===== src/rtl/coil_sys_reset_sequencer.sv =====
// Stretches the CPU software reset request into a clean active-low pulse
// for the coil-driver datapath, with power-on stretch and post-release holdoff.
module coil_sys_reset_sequencer #(
    parameter int ASSERT_CYCLES  = 1000,
    parameter int HOLDOFF_CYCLES = 100,
    parameter int SYNC_STAGES    = 2
) (
    input  logic       clk,
    input  logic       reset_n,
    input  logic       sw_reset_req,
    output logic       sys_reset_n,
    output logic       busy,
    output logic [7:0] seq_count
);

    localparam int MAX_CYCLES =
        (ASSERT_CYCLES > HOLDOFF_CYCLES) ? ASSERT_CYCLES : HOLDOFF_CYCLES;
    localparam int CW = $clog2(MAX_CYCLES + 1);
    localparam logic [CW-1:0] ASSERT_LAST  = CW'(ASSERT_CYCLES - 1);
    localparam logic [CW-1:0] HOLDOFF_LAST = CW'(HOLDOFF_CYCLES - 1);

    typedef enum logic [1:0] {
        IDLE    = 2'd0,
        ASSERT  = 2'd1,
        HOLDOFF = 2'd2
    } state_t;

    state_t                 state;
    state_t                 state_n;
    logic [CW-1:0]          cnt;
    logic [CW-1:0]          cnt_n;
    logic                   pending;
    logic                   pending_n;
    logic                   sw_seq;
    logic                   sw_seq_n;
    logic [7:0]             count_n;
    logic                   srn_n;
    logic                   busy_n;
    logic [SYNC_STAGES-1:0] sync;
    logic                   sync_d;
    logic                   req_edge;

    always_ff @(posedge clk or negedge reset_n) begin
        if (!reset_n) begin
            sync   <= '0;
            sync_d <= 1'b0;
        end else begin
            sync   <= {sync[SYNC_STAGES-2:0], sw_reset_req};
            sync_d <= sync[SYNC_STAGES-1];
        end
    end

    assign req_edge = sync[SYNC_STAGES-1] & ~sync_d;

    // sw_seq marks whether the running ASSERT was software-triggered,
    // so the power-on stretch is excluded from seq_count.
    always_comb begin
        state_n   = state;
        cnt_n     = cnt;
        pending_n = pending;
        sw_seq_n  = sw_seq;
        count_n   = seq_count;
        unique case (state)
            IDLE: begin
                cnt_n = '0;
                if (req_edge) begin
                    state_n  = ASSERT;
                    sw_seq_n = 1'b1;
                end
            end
            ASSERT: begin
                if (req_edge)
                    pending_n = 1'b1;
                if (cnt == ASSERT_LAST) begin
                    state_n = HOLDOFF;
                    cnt_n   = '0;
                    if (sw_seq && seq_count != 8'hFF)
                        count_n = seq_count + 8'd1;
                end else begin
                    cnt_n = cnt + CW'(1);
                end
            end
            HOLDOFF: begin
                if (cnt == HOLDOFF_LAST) begin
                    cnt_n = '0;
                    // an edge on the exit cycle starts the next sequence directly
                    if (pending || req_edge) begin
                        state_n   = ASSERT;
                        pending_n = 1'b0;
                        sw_seq_n  = 1'b1;
                    end else begin
                        state_n = IDLE;
                    end
                end else begin
                    cnt_n = cnt + CW'(1);
                    if (req_edge)
                        pending_n = 1'b1;
                end
            end
            default: begin
                state_n   = IDLE;
                cnt_n     = '0;
                pending_n = 1'b0;
            end
        endcase
        srn_n  = (state_n != ASSERT);
        busy_n = (state_n != IDLE);
    end

    always_ff @(posedge clk or negedge reset_n) begin
        if (!reset_n) begin
            state       <= ASSERT;
            cnt         <= '0;
            pending     <= 1'b0;
            sw_seq      <= 1'b0;
            seq_count   <= 8'd0;
            sys_reset_n <= 1'b0;
            busy        <= 1'b1;
        end else begin
            state       <= state_n;
            cnt         <= cnt_n;
            pending     <= pending_n;
            sw_seq      <= sw_seq_n;
            seq_count   <= count_n;
            sys_reset_n <= srn_n;
            busy        <= busy_n;
        end
    end

endmodule


===== config.mk =====
export PLATFORM = sky130hd
export DESIGN_NAME = coil_sys_reset_sequencer
export DESIGN_NICKNAME = d
export VERILOG_FILES = /design/src/rtl/coil_sys_reset_sequencer.sv
export SDC_FILE = /design/constraint.sdc
export NUM_CORES = 1
export LEC_CHECK = 0
export BUFFER_PORTS_ARGS = -buffer_cell sky130_fd_sc_hd__buf_4
export CAP_MARGIN = 0
export CORE_ASPECT_RATIO = 1.25
export CORE_UTILIZATION = 57
export DETAILED_ROUTE_END_ITERATION = 10
export PLACE_DENSITY = 0.77
export SLEW_MARGIN = 10
export SYNTH_ARGS = -nofsm -noshare
export SYNTH_HDL_FRONTEND = slang
export SYNTH_SLANG_ARGS = --single-unit
export TNS_END_PERCENT = 100

===== constraint.sdc =====
create_clock -name clk -period 2.5 [get_ports clk]
set_input_delay 0.625 -clock clk [delete_from_list [all_inputs] [get_ports clk]]
set_output_delay 0.625 -clock clk [all_outputs]
set_load 0.05 [all_outputs]

==> results.json, run 1 <==
{
  "syn_nets": 139,
  "power_density_nw_per_um2": 646,
  "yosys-top-cells-area": "dfrtp_1 (46%), xor2_1 (5.9%), ha_1 (5.6%), nor2_1 (4.5%), dfstp_2 (3.9%)",
  "finalNonFillerCells": 173,
  "synth_ff_type": "dfrtp_1",
  "criticalPathCategory": "reg -> reg",
  "fin_crit_ns": 2.38,
  "yosysTopAreaCellShare_pct": 46.5,
  "root_buffer": "clkbuf_4",
  "skew_ns": 0.00335,
  "seq_area_frac_synth_pct": 50.4,
  "synth_cell_types": 34,
  "critical_path.cell_chain": "ha_1, or3b_1, or4_4, nor3b_2, mux2_1",
  "firstDrtPassIters": 4,
  "syn-cell-area_um2": 1350,
  "arrival_ns": 2.61,
  "critPathLaunchType": "flip-flop",
  "dpl_cell_area_um2": 1450,
  "postLayoutCellArea_um2": 1480,
  "grt-ovfl-total": 0,
  "port-buffer-count": 12,
  "grtUsageTotal_pct": 22.2,
  "clk-insertion-delay-late_ns": 0.33,
  "ys_ff_latch": 27,
  "leakagePower_nw": 0.685,
  "synth_edf_count": 0,
  "fmax_ghz": 0.420,
  "hold_class": "in -> async",
  "worstMarginPinSlew_ns": 0.477,
  "grt_pass1_wl_mm": 4.07,
  "cts_tree": "built",
  "die-height_um": 56.3,
  "final-setup-viol-count": 0,
  "die-area_um2": 2560,
  "r2r_start": "cnt[0]",
  "worst_slew_margin_rel_pct": 68.1,
  "rows": 19,
  "slowest_stage": "or4_4",
  "first_global_vias": 946,
  "postSynthAreaPerCell_um2": 10.4,
  "drive_gt1_share_pct": 16.2,
  "antenna_found_initial": 0,
  "hold_viol": 0,
  "min_period_over_period_pct": 95.3,
  "pin_count": 13,
  "end_kind": "flip-flop",
  "htreeDepth": 1,
  "vdd_drop_max_mv": 0.652,
  "post-synth-top-area-cell": "dfrtp_1",
  "cp-startpoint": "cnt[0]",
  "drt_iter0_drc": 28,
  "status": "complete, no violations",
  "grt_max_degree": 28,
  "fin_nets": 152,
  "drcViolationCount": 0,
  "required_ns": 2.73,
  "avgRoutedWirePerCell_um": 13.6,
  "vias": 1009,
  "crit_path_max_incr_delay_ns": 0.60,
  "cts_setup_buffers": 0,
  "reg2reg_depth": 5,
  "slew_violations": 0,
  "core_area_um2": 2210,
  "hpwl_mm": 1.72,
  "netlist_instances": 130,
  "diodes": 0,
  "antenna_left": 0,
  "numCtsBuffers": 3,
  "fin_setup_tns_ns": 0,
  "wl_mm": 2.35,
  "synth_warnings": 0,
  "die_w_um": 45.5,
  "rsz0062_at_grt": "false",
  "cts_resized": 0,
  "drv_cap": 0,
  "crit_fanout": 8,
  "clkTransAtPathRegs_ns": 0.14,
  "areaGrowthSynthToFinish_pct": 9.94,
  "fillers": 182,
  "clock_sinks": 27,
  "placed_cells": 169,
  "cts_hold_buf": 0,
  "gp_congestion": 0.893,
  "clk_path_buf_depth": 2,
  "drt-vias-per-instance": 5.83,
  "r2r-end": "seq_count[1]",
  "start_util_pct": 60.9,
  "r2r_slack_ns": 0.12,
  "async_flop_share_pct": 100
}
-- registers in the layout (all words and copies together), names as in the netlist --
register	count
cnt	10
seq_count	8
state	2
sync	2
busy	1
pending	1
sw_seq	1
sync_d	1
sys_reset_n	1
-- cells in the final DEF, fill, tap and decap left out, drive strengths merged --
cell / count
buf: 12
o22ai: 1
a41o: 1
nand4: 6
inv: 8
nor3b: 2
a211o: 1
nor4: 4
nor2: 16
o21ai: 1
dfstp: 2
nor2b: 2
xnor2: 6
dfrtp: 25
clkbuf: 3
nand3: 8
a21oi: 4
nor3: 5
xor2: 9
ha: 6
o31ai: 1
o41ai: 1
nand2b: 1
mux2: 2
or4: 1
a21bo: 2
a221o: 1
clkinv: 1
a21o: 1
or3b: 1
nand2: 8
-- routing by layer --
layer / share of wire [%] / global-route usage (%)
met2: 53 / 35.5
met4: 2.7 / 12.1
met3: 4.9 / 4.82
met5: 0 / 0
met1: 39 / 26.6
-- worst max-delay path: cells and delay by family, from the launching register on --
kind,cells,cell delay (ns)
simple gates,3,1.27
flops,1,0.41
fa+ha+maj,1,0.26
mux,1,0.35
-- cell usage after synthesis, types with 2 or more instances --
cell      count
a21oi_1       4
clkbuf_1      3
dfrtp_1      25
dfstp_2       2
ha_1          6
inv_1         8
nand2_1       8
nand3_1       8
nand4_1       6
nor2_1       16
nor2b_1       2
nor3_1        5
nor4_1        3
xnor2_1       6
xor2_1        9
-- kinds of logic (layout without fill, tap and decap cells) --
| family | after synthesis | in the layout | synth area share [%] |
|---|---|---|---|
| buffers and inverters | 12 | 24 | 3.90 |
| adder cells (fa/ha/maj) | 6 | 6 | 5.58 |
| multiplexers | 2 | 2 | 1.67 |
| AND/OR/NAND/NOR | 54 | 54 | 21.0 |
| AO/OA/AOI/OAI | 14 | 14 | 7.71 |
| XOR/XNOR | 15 | 15 | 9.76 |
| flip-flops | 27 | 27 | 50.4 |
-- where the power goes --
| part | switching (mW) | leakage (nW) | internal (mW) |
|---|---|---|---|
| registers | 0.0321 | 0.354 | 0.488 |
| clock network | 0.124 | 0.0177 | 0.0601 |
| logic | 0.165 | 0.313 | 0.0871 |
| total | 0.321 | 0.685 | 0.635 |
-- how the worst max path moves through the flow --
stage / endpoint / slack (ns) / cells after the start
after floorplan: seq_count[1] / 0.22 / 6
after global placement: seq_count[1] / 0.23 / 5
after detailed placement: seq_count[1] / 0.13 / 5
after CTS: seq_count[1] / 0.12 / 5
after global routing: seq_count[1] / 0.03 / 5
final: seq_count[1] / 0.12 / 5
-- stage by stage --
step | setup slack, ns | power (mW) | hold slack [ns] | util [%]
final | 0.118 | 0.956 | 0.170 | 66.9
after global routing | 0.0274 | 1.01 | 0.175 | 66.9
after CTS | 0.118 | 0.966 | 0.172 | 66.9
after detailed placement | 0.128 | 0.778 | 0.350 | 65.7
after global placement | 0.226 | 0.763 | 0.346 | 65.7
after floorplan | 0.216 | 0.706 | 0.329 | -
-- layout make-up --
| type | count | area (um2) | area share [%] |
|---|---|---|---|
| clock buffer | 3 | 22.5 | 1.52 |
| clock inverter | 1 | 5.00 | 0.338 |
| inverter | 8 | 30.0 | 2.03 |
| multi-input combinational | 91 | 616 | 41.6 |
| sequential | 27 | 678 | 45.8 |
| tap | 31 | 38.8 | 2.62 |
| timing repair buffer | 12 | 90.1 | 6.09 |
Note: power is estimated with default switching activity, not from simulation.
==> inputs of run 2 (changes only) <==
CORE_UTILIZATION = 51   (was 57)
MAX_ROUTING_LAYER = met4   (was unset)
PLACE_DENSITY = 0.73   (was 0.77)
clock period = 2.1 ns   (was 2.5 ns; I/O delays follow)
==> run 2 against run 1 <==
Effect of this change: the flow now finishes with violations (negative setup slack); critical path type unchanged; non-clock buffer count rose by 13; combinational power rose by 37%; first-iteration DRC count fell by 14%; count of clock-buffer cells in the layout rose by 1; wire length rose by 2.5%; highest routed layer unchanged; critical endpoint unchanged; largest power group unchanged; critical path depth did not move.
==> results.json, run 2 (synthesis gave the netlist of run 1 again) <==
{
  "power_density_nw_per_um2": 726,
  "rows": 20,
  "fillers": 200,
  "fmax_ghz": 0.456,
  "gp_congestion": 0.951,
  "arrival_ns": 2.41,
  "pre_cts_ws_ns": -0.0901,
  "end_kind": "flip-flop",
  "clock_sinks": 27,
  "first_global_vias": 1007,
  "required_ns": 2.32,
  "numCtsBuffers": 3,
  "use_met3_pct": 7.32,
  "antenna_found_initial": 0,
  "drv_cap": 0,
  "die-area_um2": 2850,
  "critPathLaunchType": "flip-flop",
  "critPathBufInv": 0,
  "final-setup-viol-count": 4,
  "slew_violations": 0,
  "drive_gt1_share_pct": 25.2,
  "hold_viol": 0,
  "reg2reg_depth": 5,
  "slowest_stage": "or4_4",
  "violations": "negative setup slack",
  "die_w_um": 48.0,
  "firstDrtPassIters": 5,
  "clk-insertion-delay-late_ns": 0.32,
  "grt_pass1_wl_mm": 4.06,
  "pin_count": 13,
  "drcViolationCount": 0,
  "clkTransAtPathRegs_ns": 0.13,
  "worstMarginPinSlew_ns": 0.348,
  "hold_class": "in -> async",
  "criticalPathCategory": "reg -> reg",
  "die-height_um": 59.4,
  "p_sw_share_pct": 32.2,
  "crit_fanout": 8,
  "p_comb_share_pct": 29.6,
  "htreeDepth": 1,
  "fin_nets": 165,
  "grtUsageTotal_pct": 20.5,
  "final_cell_mix": "dfrtp_1 (25), buf_4 (25), nor2_1 (16), xor2_1 (9)",
  "top_regs": "cnt x10, seq_count x8",
  "grt-ovfl-total": 0,
  "start_util_pct": 54.3,
  "antenna_left": 0,
  "leakagePower_nw": 0.750,
  "cp_top_family": "simple AND/OR/NAND/NOR gates",
  "critical_path.cell_chain": "ha_4, or3b_4, or4_4, nor3b_4, mux2_4",
  "vias": 1029,
  "hpwl_mm": 1.71,
  "worst_slew_margin_rel_pct": 76.6,
  "cts_tree": "built",
  "fin_util_pct": 65.0,
  "internal-power_mw": 0.794,
  "drt_iter0_drc": 24,
  "cp.depth": 5,
  "largest_reg_flops": 10,
  "r2r_start": "cnt[1]",
  "avgRoutedWirePerCell_um": 12.8,
  "use_met2_pct": 32.2,
  "port-buffer-count": 12,
  "status": "complete, but fails checks",
  "p_switching_mw": 0.376,
  "crit_path_max_incr_delay_ns": 0.60,
  "drt-vias-per-instance": 5.47,
  "rsz0062_at_grt": "true",
  "r2r_slack_ns": -0.09,
  "diodes": 0,
  "wl_mm": 2.41,
  "cts_hold_buf": 0,
  "r2r-end": "seq_count[1]",
  "globalRouteMet1Util_pct": 23.8,
  "root_buffer": "clkbuf_4",
  "skew_ns": 0.00898,
  "areaGrowthSynthToFinish_pct": 19.6,
  "regMostFlops": "cnt",
  "fin_crit_ns": 2.19,
  "setup_ws_ns": -0.0907,
  "clk_path_buf_depth": 2,
  "vdd_drop_max_mv": 0.634,
  "core_area_um2": 2480,
  "pwr-share-seq_pct": 52.1,
  "pwr-share-clk_pct": 18.4,
  "grt-busiest-layer": "met2",
  "grt_max_degree": 28,
  "min_period_over_period_pct": 104
}
[run 2: cell types whose count changed in the layout (fill, tap and decap cells not counted)]
cell / change
nor4_2: +1
nor3b_4: +1
or3b_1: -1
nor4_1: -1
clkinv_2: -1
mux2_4: +1
clkbuf_1: +1
ha_1: -1
ha_4: +1
or3b_4: +1
buf_4: +13
nor3b_2: -1
mux2_1: -1
[run 2: through the flow]
step           instance area (um2)  setup TNS [ns]  power (mW)  std cells  hold slack (ns)
6_report                      1610          -0.200        1.17        188           0.0874
3_3_place_gp                  1550         -0.0836       0.952        180            0.344
4_1_cts                       1580          -0.269        1.18        185           0.0829
3_5_place_dp                  1550          -0.228       0.961        180            0.352
2_1_floorplan                 1370          -0.238       0.846        130            0.229
5_1_grt                       1610          -0.656        1.25        188           0.0966
[run 2: area by class of cell]
class / instances / area (um2) / area share, %
sequential: 27 / 678 / 42.1
multi-input combinational: 91 / 647 / 40.2
timing repair buffer: 25 / 188 / 11.7
tap: 33 / 41.3 / 2.56
inverter: 8 / 30.0 / 1.86
clock buffer: 4 / 26.3 / 1.63
[run 2: worst max-delay path by stage]
stage | from | end | slack [ns]
5_1_grt | cnt[1] | seq_count[1] | -0.14
3_5_place_dp | cnt[1] | seq_count[1] | -0.09
4_1_cts | cnt[1] | seq_count[1] | -0.09
3_3_place_gp | cnt[1] | seq_count[1] | -0.06
2_1_floorplan | cnt[0] | seq_count[1] | -0.12
6_report | cnt[1] | seq_count[1] | -0.09
[run 2: power groups by stage]
stage	sequential, mW	combinational (mW)	clock (mW)
after detailed placement	0.620	0.341	0
after global placement	0.616	0.336	0
final	0.609	0.346	0.215
after global routing	0.615	0.391	0.243
after floorplan	0.688	0.158	0
after CTS	0.610	0.347	0.226
[run 2: repair_timing]
| action | in CTS | in global routing |
|---|---|---|
| endpoints found under the setup margin | 5 | 10 |
| setup buffers | 1 | 3 |
| pin swaps | 0 | 2 |
| resized for setup | 0 | 1 |
[run 2: metal layers]
metal,wire length (um),vias up
met3,120,4
met2,1210,23
met5,0,-
met1,1040,504
li1,-,498
met4,34,0
